==> config.mk <==
export PLATFORM = sky130hd
export DESIGN_NAME = bump_debouncer
export DESIGN_NICKNAME = d
export VERILOG_FILES = /design/src/rtl/bump_debouncer.sv
export SDC_FILE = /design/constraint.sdc
export NUM_CORES = 1
export LEC_CHECK = 0
export CORE_AREA = 3 3 66 93
export DETAILED_ROUTE_END_ITERATION = 8
export DIE_AREA = 0 0 69 96
export GPL_TIMING_DRIVEN = 0
export PLACE_DENSITY_LB_ADDON = 0.15
export SLEW_MARGIN = 20
export SYNTH_ARGS = -nofsm -noshare
export SYNTH_HDL_FRONTEND = slang
export SYNTH_SLANG_ARGS = --single-unit
==> constraint.sdc <==
create_clock -name sysclk -period 2.41 [get_ports sysclk]
set_clock_uncertainty 0.05 [all_clocks]
set_input_delay 0.482 -clock sysclk [delete_from_list [all_inputs] [get_ports sysclk]]
set_output_delay 0.482 -clock sysclk [all_outputs]
set_load 0.01 [all_outputs]
==> src/rtl/bump_debouncer.sv <==
// bump_debouncer: debounce and edge-detect the RSLK bump switches.
//
// Every bumper pin goes through a 2-flop synchronizer and then gets its
// polarity fixed. A debounced level changes only after STABLE_TICKS
// consecutive sample ticks disagree with it. A free-running tick counter
// produces one sample tick every TICK_DIV sysclk cycles.
//
// Ports:
//   sysclk        system clock (12 MHz)
//   rst_n         asynchronous active-low reset
//   sw_raw        raw bumper pins, asynchronous to sysclk
//   sw_db         debounced level, 1 = pressed
//   press_pulse   one-cycle pulse on a debounced 0->1 transition
//   release_pulse one-cycle pulse on a debounced 1->0 transition
//   any_bump      combinational OR of sw_db
//   event_mask    sticky record of presses since the last acknowledge
//   event_valid   event_mask is nonzero
//   event_ready   consumer acknowledge (takes effect when event_valid is high)
//   press_count   saturating 16-bit total of presses (only with the option below)
//
// Optional feature: define BUMP_PRESS_COUNT_EN to add the press_count output.

module bump_debouncer #(
    parameter int unsigned NUM_SW       = 6,
    parameter int unsigned TICK_DIV     = 12000,
    parameter int unsigned STABLE_TICKS = 8,
    parameter int unsigned ACTIVE_LOW   = 1
) (
    input  logic              sysclk,
    input  logic              rst_n,
    input  logic [NUM_SW-1:0] sw_raw,
    output logic [NUM_SW-1:0] sw_db,
    output logic [NUM_SW-1:0] press_pulse,
    output logic [NUM_SW-1:0] release_pulse,
    output logic              any_bump,
    output logic [NUM_SW-1:0] event_mask,
    output logic              event_valid,
    input  logic              event_ready
`ifdef BUMP_PRESS_COUNT_EN
    ,
    output logic [15:0]       press_count
`endif
);

    localparam int unsigned TW = (TICK_DIV > 1) ? $clog2(TICK_DIV) : 1;
    localparam int unsigned CW = $clog2(STABLE_TICKS) + 1;
    localparam logic [TW-1:0] TICK_LAST = TW'(TICK_DIV - 1);
    localparam logic [CW-1:0] CNT_LAST  = CW'(STABLE_TICKS - 1);
    // Synchronizer reset value that reads as "not pressed" after polarity
    localparam logic [NUM_SW-1:0] SYNC_IDLE =
        (ACTIVE_LOW != 0) ? {NUM_SW{1'b1}} : {NUM_SW{1'b0}};

    logic [NUM_SW-1:0] sync1;
    logic [NUM_SW-1:0] sync2;
    logic [NUM_SW-1:0] lvl;
    logic [TW-1:0]     tcnt;
    logic [TW-1:0]     tcnt_nxt;
    logic              tick;
    logic [CW-1:0]     cnt     [NUM_SW];
    logic [CW-1:0]     cnt_nxt [NUM_SW];
    logic [NUM_SW-1:0] db_nxt;
    logic [NUM_SW-1:0] press_nxt;
    logic [NUM_SW-1:0] release_nxt;
    logic [NUM_SW-1:0] mask_nxt;
    logic              valid_nxt;

    // Polarity fix: lvl is 1 when the switch is pressed
    assign lvl      = (ACTIVE_LOW != 0) ? ~sync2 : sync2;
    assign any_bump = |sw_db;

    // Sample-tick divider
    assign tick = (tcnt == TICK_LAST);

    always_comb begin
        tcnt_nxt = tcnt + TW'(1);
        if (tick) begin
            tcnt_nxt = '0;
        end
    end

    // Per-switch stability counters; only a tick can move a debounced level
    always_comb begin
        cnt_nxt     = cnt;
        db_nxt      = sw_db;
        press_nxt   = '0;
        release_nxt = '0;
        if (tick) begin
            for (int i = 0; i < int'(NUM_SW); i++) begin
                if (lvl[i] == sw_db[i]) begin
                    cnt_nxt[i] = '0;
                end else if (cnt[i] == CNT_LAST) begin
                    db_nxt[i]      = lvl[i];
                    cnt_nxt[i]     = '0;
                    press_nxt[i]   = lvl[i];
                    release_nxt[i] = ~lvl[i];
                end else begin
                    cnt_nxt[i] = cnt[i] + CW'(1);
                end
            end
        end
    end

    // Event latch: clearing by ack happens before new presses are ORed in,
    // so a press in the acknowledge cycle survives.
    always_comb begin
        mask_nxt  = ((event_valid & event_ready) ? '0 : event_mask) | press_pulse;
        valid_nxt = |mask_nxt;
    end

    // Register bank
    always_ff @(posedge sysclk or negedge rst_n) begin
        if (!rst_n) begin
            sync1         <= SYNC_IDLE;
            sync2         <= SYNC_IDLE;
            tcnt          <= '0;
            cnt           <= '{default: '0};
            sw_db         <= '0;
            press_pulse   <= '0;
            release_pulse <= '0;
            event_mask    <= '0;
            event_valid   <= 1'b0;
        end else begin
            sync1         <= sw_raw;
            sync2         <= sync1;
            tcnt          <= tcnt_nxt;
            cnt           <= cnt_nxt;
            sw_db         <= db_nxt;
            press_pulse   <= press_nxt;
            release_pulse <= release_nxt;
            event_mask    <= mask_nxt;
            event_valid   <= valid_nxt;
        end
    end

`ifdef BUMP_PRESS_COUNT_EN
    logic [16:0] pc_add;
    logic [16:0] pc_sum;
    logic [15:0] pc_nxt;

    // Saturating press total; a 17th bit catches the overflow
    always_comb begin
        pc_add = '0;
        for (int i = 0; i < int'(NUM_SW); i++) begin
            pc_add = pc_add + 17'(press_pulse[i]);
        end
        pc_sum = 17'(press_count) + pc_add;
        pc_nxt = pc_sum[16] ? 16'hFFFF : pc_sum[15:0];
    end

    always_ff @(posedge sysclk or negedge rst_n) begin
        if (!rst_n) begin
            press_count <= '0;
        end else begin
            press_count <= pc_nxt;
        end
    end
`endif

endmodule

======== After elaboration in Yosys (flattened, before gate mapping) ========
Index checks and enable logic that the tools add are counted.
operators by class
  eq/ne operators ......................... 13
  reductions and logical operators ........ 8
  add/sub/neg operators ................... 7
  bitwise logic cells ..................... 15
  muxes and demuxes ....................... 40
operator list
  operator                                             number
  two-way mux 4 bit                                    12
  adder 4 x 1 -> 4 bit, second input constant          6
  equality test 4 x 3 -> 1 bit, second input constant  6
  two-way mux 1 bit                                    24
  two-way mux 6 bit                                    3
  AND reduction 3 bit                                  6
  adder 14 x 1 -> 14 bit, second input constant        1
  equality test 14 bit, second input constant          1
  two-way mux 14 bit                                   1
  inverter 1 bit                                       12
  OR reduction 6 bit                                   2
  equality test 1 bit                                  6
  inverter 6 bit                                       1
  OR 6 bit                                             1
  bitwise AND 1 bit                                    1
storage, ports and cells
  register bits after elaboration ......... 75
  word-level logic and storage cells ...... 102
  output and inout port bits .............. 26
  bits of input ports ..................... 9

======== Longest topological paths before layout ========
  word-level depth ........................ 5
  gate-level depth with buffers ........... 7
  gate-level depth less buffers ........... 5

======== Least setup slack after synthesis ========
No wires, ideal clock.
  path type ............................... input -> register
  from .................................... input event_ready
  to ...................................... register event_valid
  arrival ................................. 1550 ps
  setup slack ............................. 671 ps
  stages .................................. 4
  data required time ...................... 2221 ps
  setup time .............................. 139 ps
  path buffers ............................ 0
  path through ............................ nand2_2 -> a21o_1 -> or4b_1 -> or4_1
between the ends
  word-level cells in the longest chain between the ends .. 4
ends and longest elaborated chain
  item                  line  source
  start, declared       38    input logic event_ready
  bitwise AND 1 bit     106   mask_nxt = ((event_valid & event_ready) ? '0 : event_mask) | press_pulse;
  two-way mux 6 bit     106
  OR 6 bit              106
  net mask_nxt[1]       64    logic [NUM_SW-1:0] mask_nxt;
  OR reduction 6 bit    107   valid_nxt = |mask_nxt;
  net valid_nxt         65    logic valid_nxt;
  end signal, assigned  131   event_valid <= valid_nxt;
  end, declared         37    output logic event_valid,
The timed path passes the listed nets, and every way through them passes these cells.
A chain may end at the register's enable or synchronous reset.

======== Final worst setup path ========
  from .................................... register sw_db[2]
  to ...................................... output any_bump
between the ends
  word-level cells in the longest chain between the ends .. 1
ends and longest elaborated chain
  item                    line  source
  start, declared         32    output logic [NUM_SW-1:0] sw_db,
  start signal, assigned  127   sw_db <= db_nxt;
  OR reduction 6 bit      69    assign any_bump = |sw_db;
  end, declared           35    output logic any_bump,
No other way between the ends.

==> results_dict.tcl <==
set metrics [dict create \
    status "complete, no violations" \
    cts_tree "yes" \
    vias 2381 \
    grt-ovfl-total 0 \
    p_switching_mw 0.494 \
    ioPinCount 35 \
    switching_share_pct 21.5 \
    hpwl_mm 4.46 \
    final_layout_size_suffix_gt1_share_pct 13.1 \
    finalSetupViolations 0 \
    syn_to_final_growth_pct 20.2 \
    tightest_slew_ps 529 \
    powerDensity_nw_per_um2 599 \
    first_pass_iters 4 \
    cp_cell_sequence "nor4_1, nand2_1, clkdlybuf4s50_1" \
    synthFlopType "dfrtp_1" \
    relSlewSlack_pct 64.7 \
    ctsResizeCount 0 \
    fin_area_um2 3840 \
    initial_core_util_pct 58.6 \
    cpPeakStageDelay_ps 490 \
    drc 0 \
    fmax_mhz 452 \
    power_mw 2.30 \
    grt_pass1_wl_mm 10.5 \
    dpl_cell_area_um2 3630 \
    path_clk_slew_ps 80 \
    drtIter0Drc 114 \
    power.internal_mw 1.80 \
    antenna_found_initial 0 \
    power_frac_seq_pct 56.0 \
    period_minus_slack_ps 2210 \
    port_buffers 34 \
    period_share_pct 91.9 \
    dpl.cell_count 403 \
    hold_slack_ps 35.7 \
    diodes 0 \
    gp_congestion 0.793 \
    syn_nets 316 \
    wl_per_cell_um 14.8 \
    fp.dieH_um 96 \
    endpoint_kind "output pin" \
    hold_path_class "in2async" \
    postLayoutCoreUtil_pct 70.5 \
    cts_num_sinks 75 \
    ys_ff_latch 75 \
    track_usage_pct 20.2 \
    cap_violations 0 \
    finalMaxSlewViolations 0 \
    synthArstFlopShare_pct 100 \
    p_clk_share_pct 41.6 \
    cp_slowest_cell "clkdlybuf4s50_1" \
    p_comb_share_pct 2.4 \
    crit_required_ps 1880 \
    yosysSeqAreaShare_pct 59.3 \
    h-tree-depth 3 \
    routed_wirelength_mm 6.20 \
    syn_inst 300 \
    grt_pass1_vias 2391 \
    via_per_inst 5.68 \
    postCtsHoldBufs 0 \
    die_w_um 69 \
    hold_viol 0 \
    layout.nets 362 \
    core_area_um2 5450 \
    synth.distinct_cells 32 \
    start_kind "flop" \
    setup_tns_ps 0 \
    syn-cell-area_um2 3190 \
    arrival_ps 1680 \
    fin_cells 419 \
    insertion_delay_ps 350 \
    post_cts_buffers 0 \
    ctsLongestPathBuffers 2 \
    leakage_nw 1.73 \
    grt_max_degree 40 \
    yosys_warnings 0 \
    rsz0062_at_grt "no" \
    fin_ws_ps 196 \
    drtAntennaViolNets 0 \
    synth_edf_count 0 \
    crit_fanout 7 \
    dieArea_um2 6620 \
    placementRows 32 \
    cts_root_buf "clkbuf_8" \
    cts_buffers 9 \
    critPathKind "reg2out" \
    ir_drop_uv 497 \
    synth_area_per_cell_um2 10.6 \
    place_ws_ps 90.0 \
]
==> power groups by stage <==
stage                     clock (mW)  combinational, mW  sequential [mW]
after floorplan                    0             0.0133             1.31
after global routing            1.03             0.0623             1.29
after detailed placement           0             0.0565             1.31
after global placement             0             0.0524             1.31
final                          0.957             0.0546             1.29
after CTS                      0.989             0.0567             1.29
==> state kept, by name, summed over array words and instances, names as in the netlist <==
name / count
cnt: 24
tcnt: 14
event_mask: 6
press_pulse: 6
release_pulse: 6
sw_db: 6
sync1: 6
sync2: 6
event_valid: 1
==> synth_stat cells, drive strengths merged, types with 8 or more instances <==
| master | instances | share of area, % |
|---|---|---|
| dfrtp | 63 | 49 |
| dfstp | 12 | 9.9 |
| nand2 | 35 | 4.2 |
| nand2b | 12 | 2.4 |
| nand3 | 13 | 2.0 |
| nand4 | 11 | 2.2 |
| nor2 | 26 | 3.1 |
| nor3 | 8 | 1.3 |
| o21ai | 47 | 7.4 |
| xnor2 | 10 | 2.7 |
| xor2 | 10 | 2.7 |
==> cell families after synthesis <==
group	count (synthesis)	share of synthesized area (%)
buffers and inverters	6	0.823
adder cells (fa/ha/maj)	7	2.74
AND/OR/NAND/NOR	130	20.9
XOR/XNOR	20	5.49
AO/OA/AOI/OAI	62	10.8
flip-flops	75	59.3
==> critical path, delay by kind of cell (launching register included) <==
kind,cells,cell delay [ps]
and+or+nand+nor,2,380
DFF,1,470
buffers and inverters,1,490
==> routing by layer <==
layer  share of wire (%)  GRT usage, %  wire [µm]
met1                  43          23.3       2690
met2                  50          34.1       3070
met3                 4.4          4.91        270
met4                 2.7          12.5        166
met5                   0             0          0
==> final cells by class <==
class / instances / area, µm²
multi-input cells: 219 / 1270
plain buffers: 6 / 26.3
clock inverters: 6 / 63.8
flip-flops and latches: 75 / 1890
repair buffers: 35 / 358
well taps: 68 / 85.1
clock buffers: 10 / 138
fillers: 422 / 1610
==> cell usage in the layout, fill, tap and decap left out, types with 2 or more instances in the layout <==
master | Yosys | routed
dfrtp_1 | 63 | 63
and4_1 | 2 | 2
dfstp_2 | 12 | 12
clkinv_2 | 0 | 2
nand2_1 | 34 | 34
xor2_1 | 10 | 10
clkbuf_8 | 0 | 10
a21o_1 | 2 | 2
nor3_1 | 8 | 8
nand4_1 | 11 | 11
a31oi_1 | 6 | 6
a21o_2 | 5 | 5
nand2b_1 | 12 | 12
and2_1 | 2 | 2
ha_1 | 7 | 7
nand3_1 | 13 | 13
nor4_1 | 2 | 2
nor2_1 | 26 | 26
clkinvlp_4 | 0 | 2
o21ai_0 | 47 | 47
or2_2 | 6 | 6
nand3b_1 | 6 | 6
clkbuf_1 | 3 | 3
buf_2 | 3 | 3
xnor2_1 | 10 | 10
clkdlybuf4s50_1 | 0 | 33
==> path summary, 6_finish.rpt <==
kind                            cells after the start     start  slack (ps)              to
min in group sysclk                                 0  sync1[5]         310        sync2[5]
worst min-delay path                                1     rst_n          40         cnt[14]
worst min register to register                      0  sync1[5]         310        sync2[5]
worst max-delay path                                3  sw_db[2]         200        any_bump
worst max register to register                      6   tcnt[0]         370  press_pulse[4]
max in group asynchronous                           2     rst_n        1660        sync2[0]
Power figures use the tool's default switching activity.
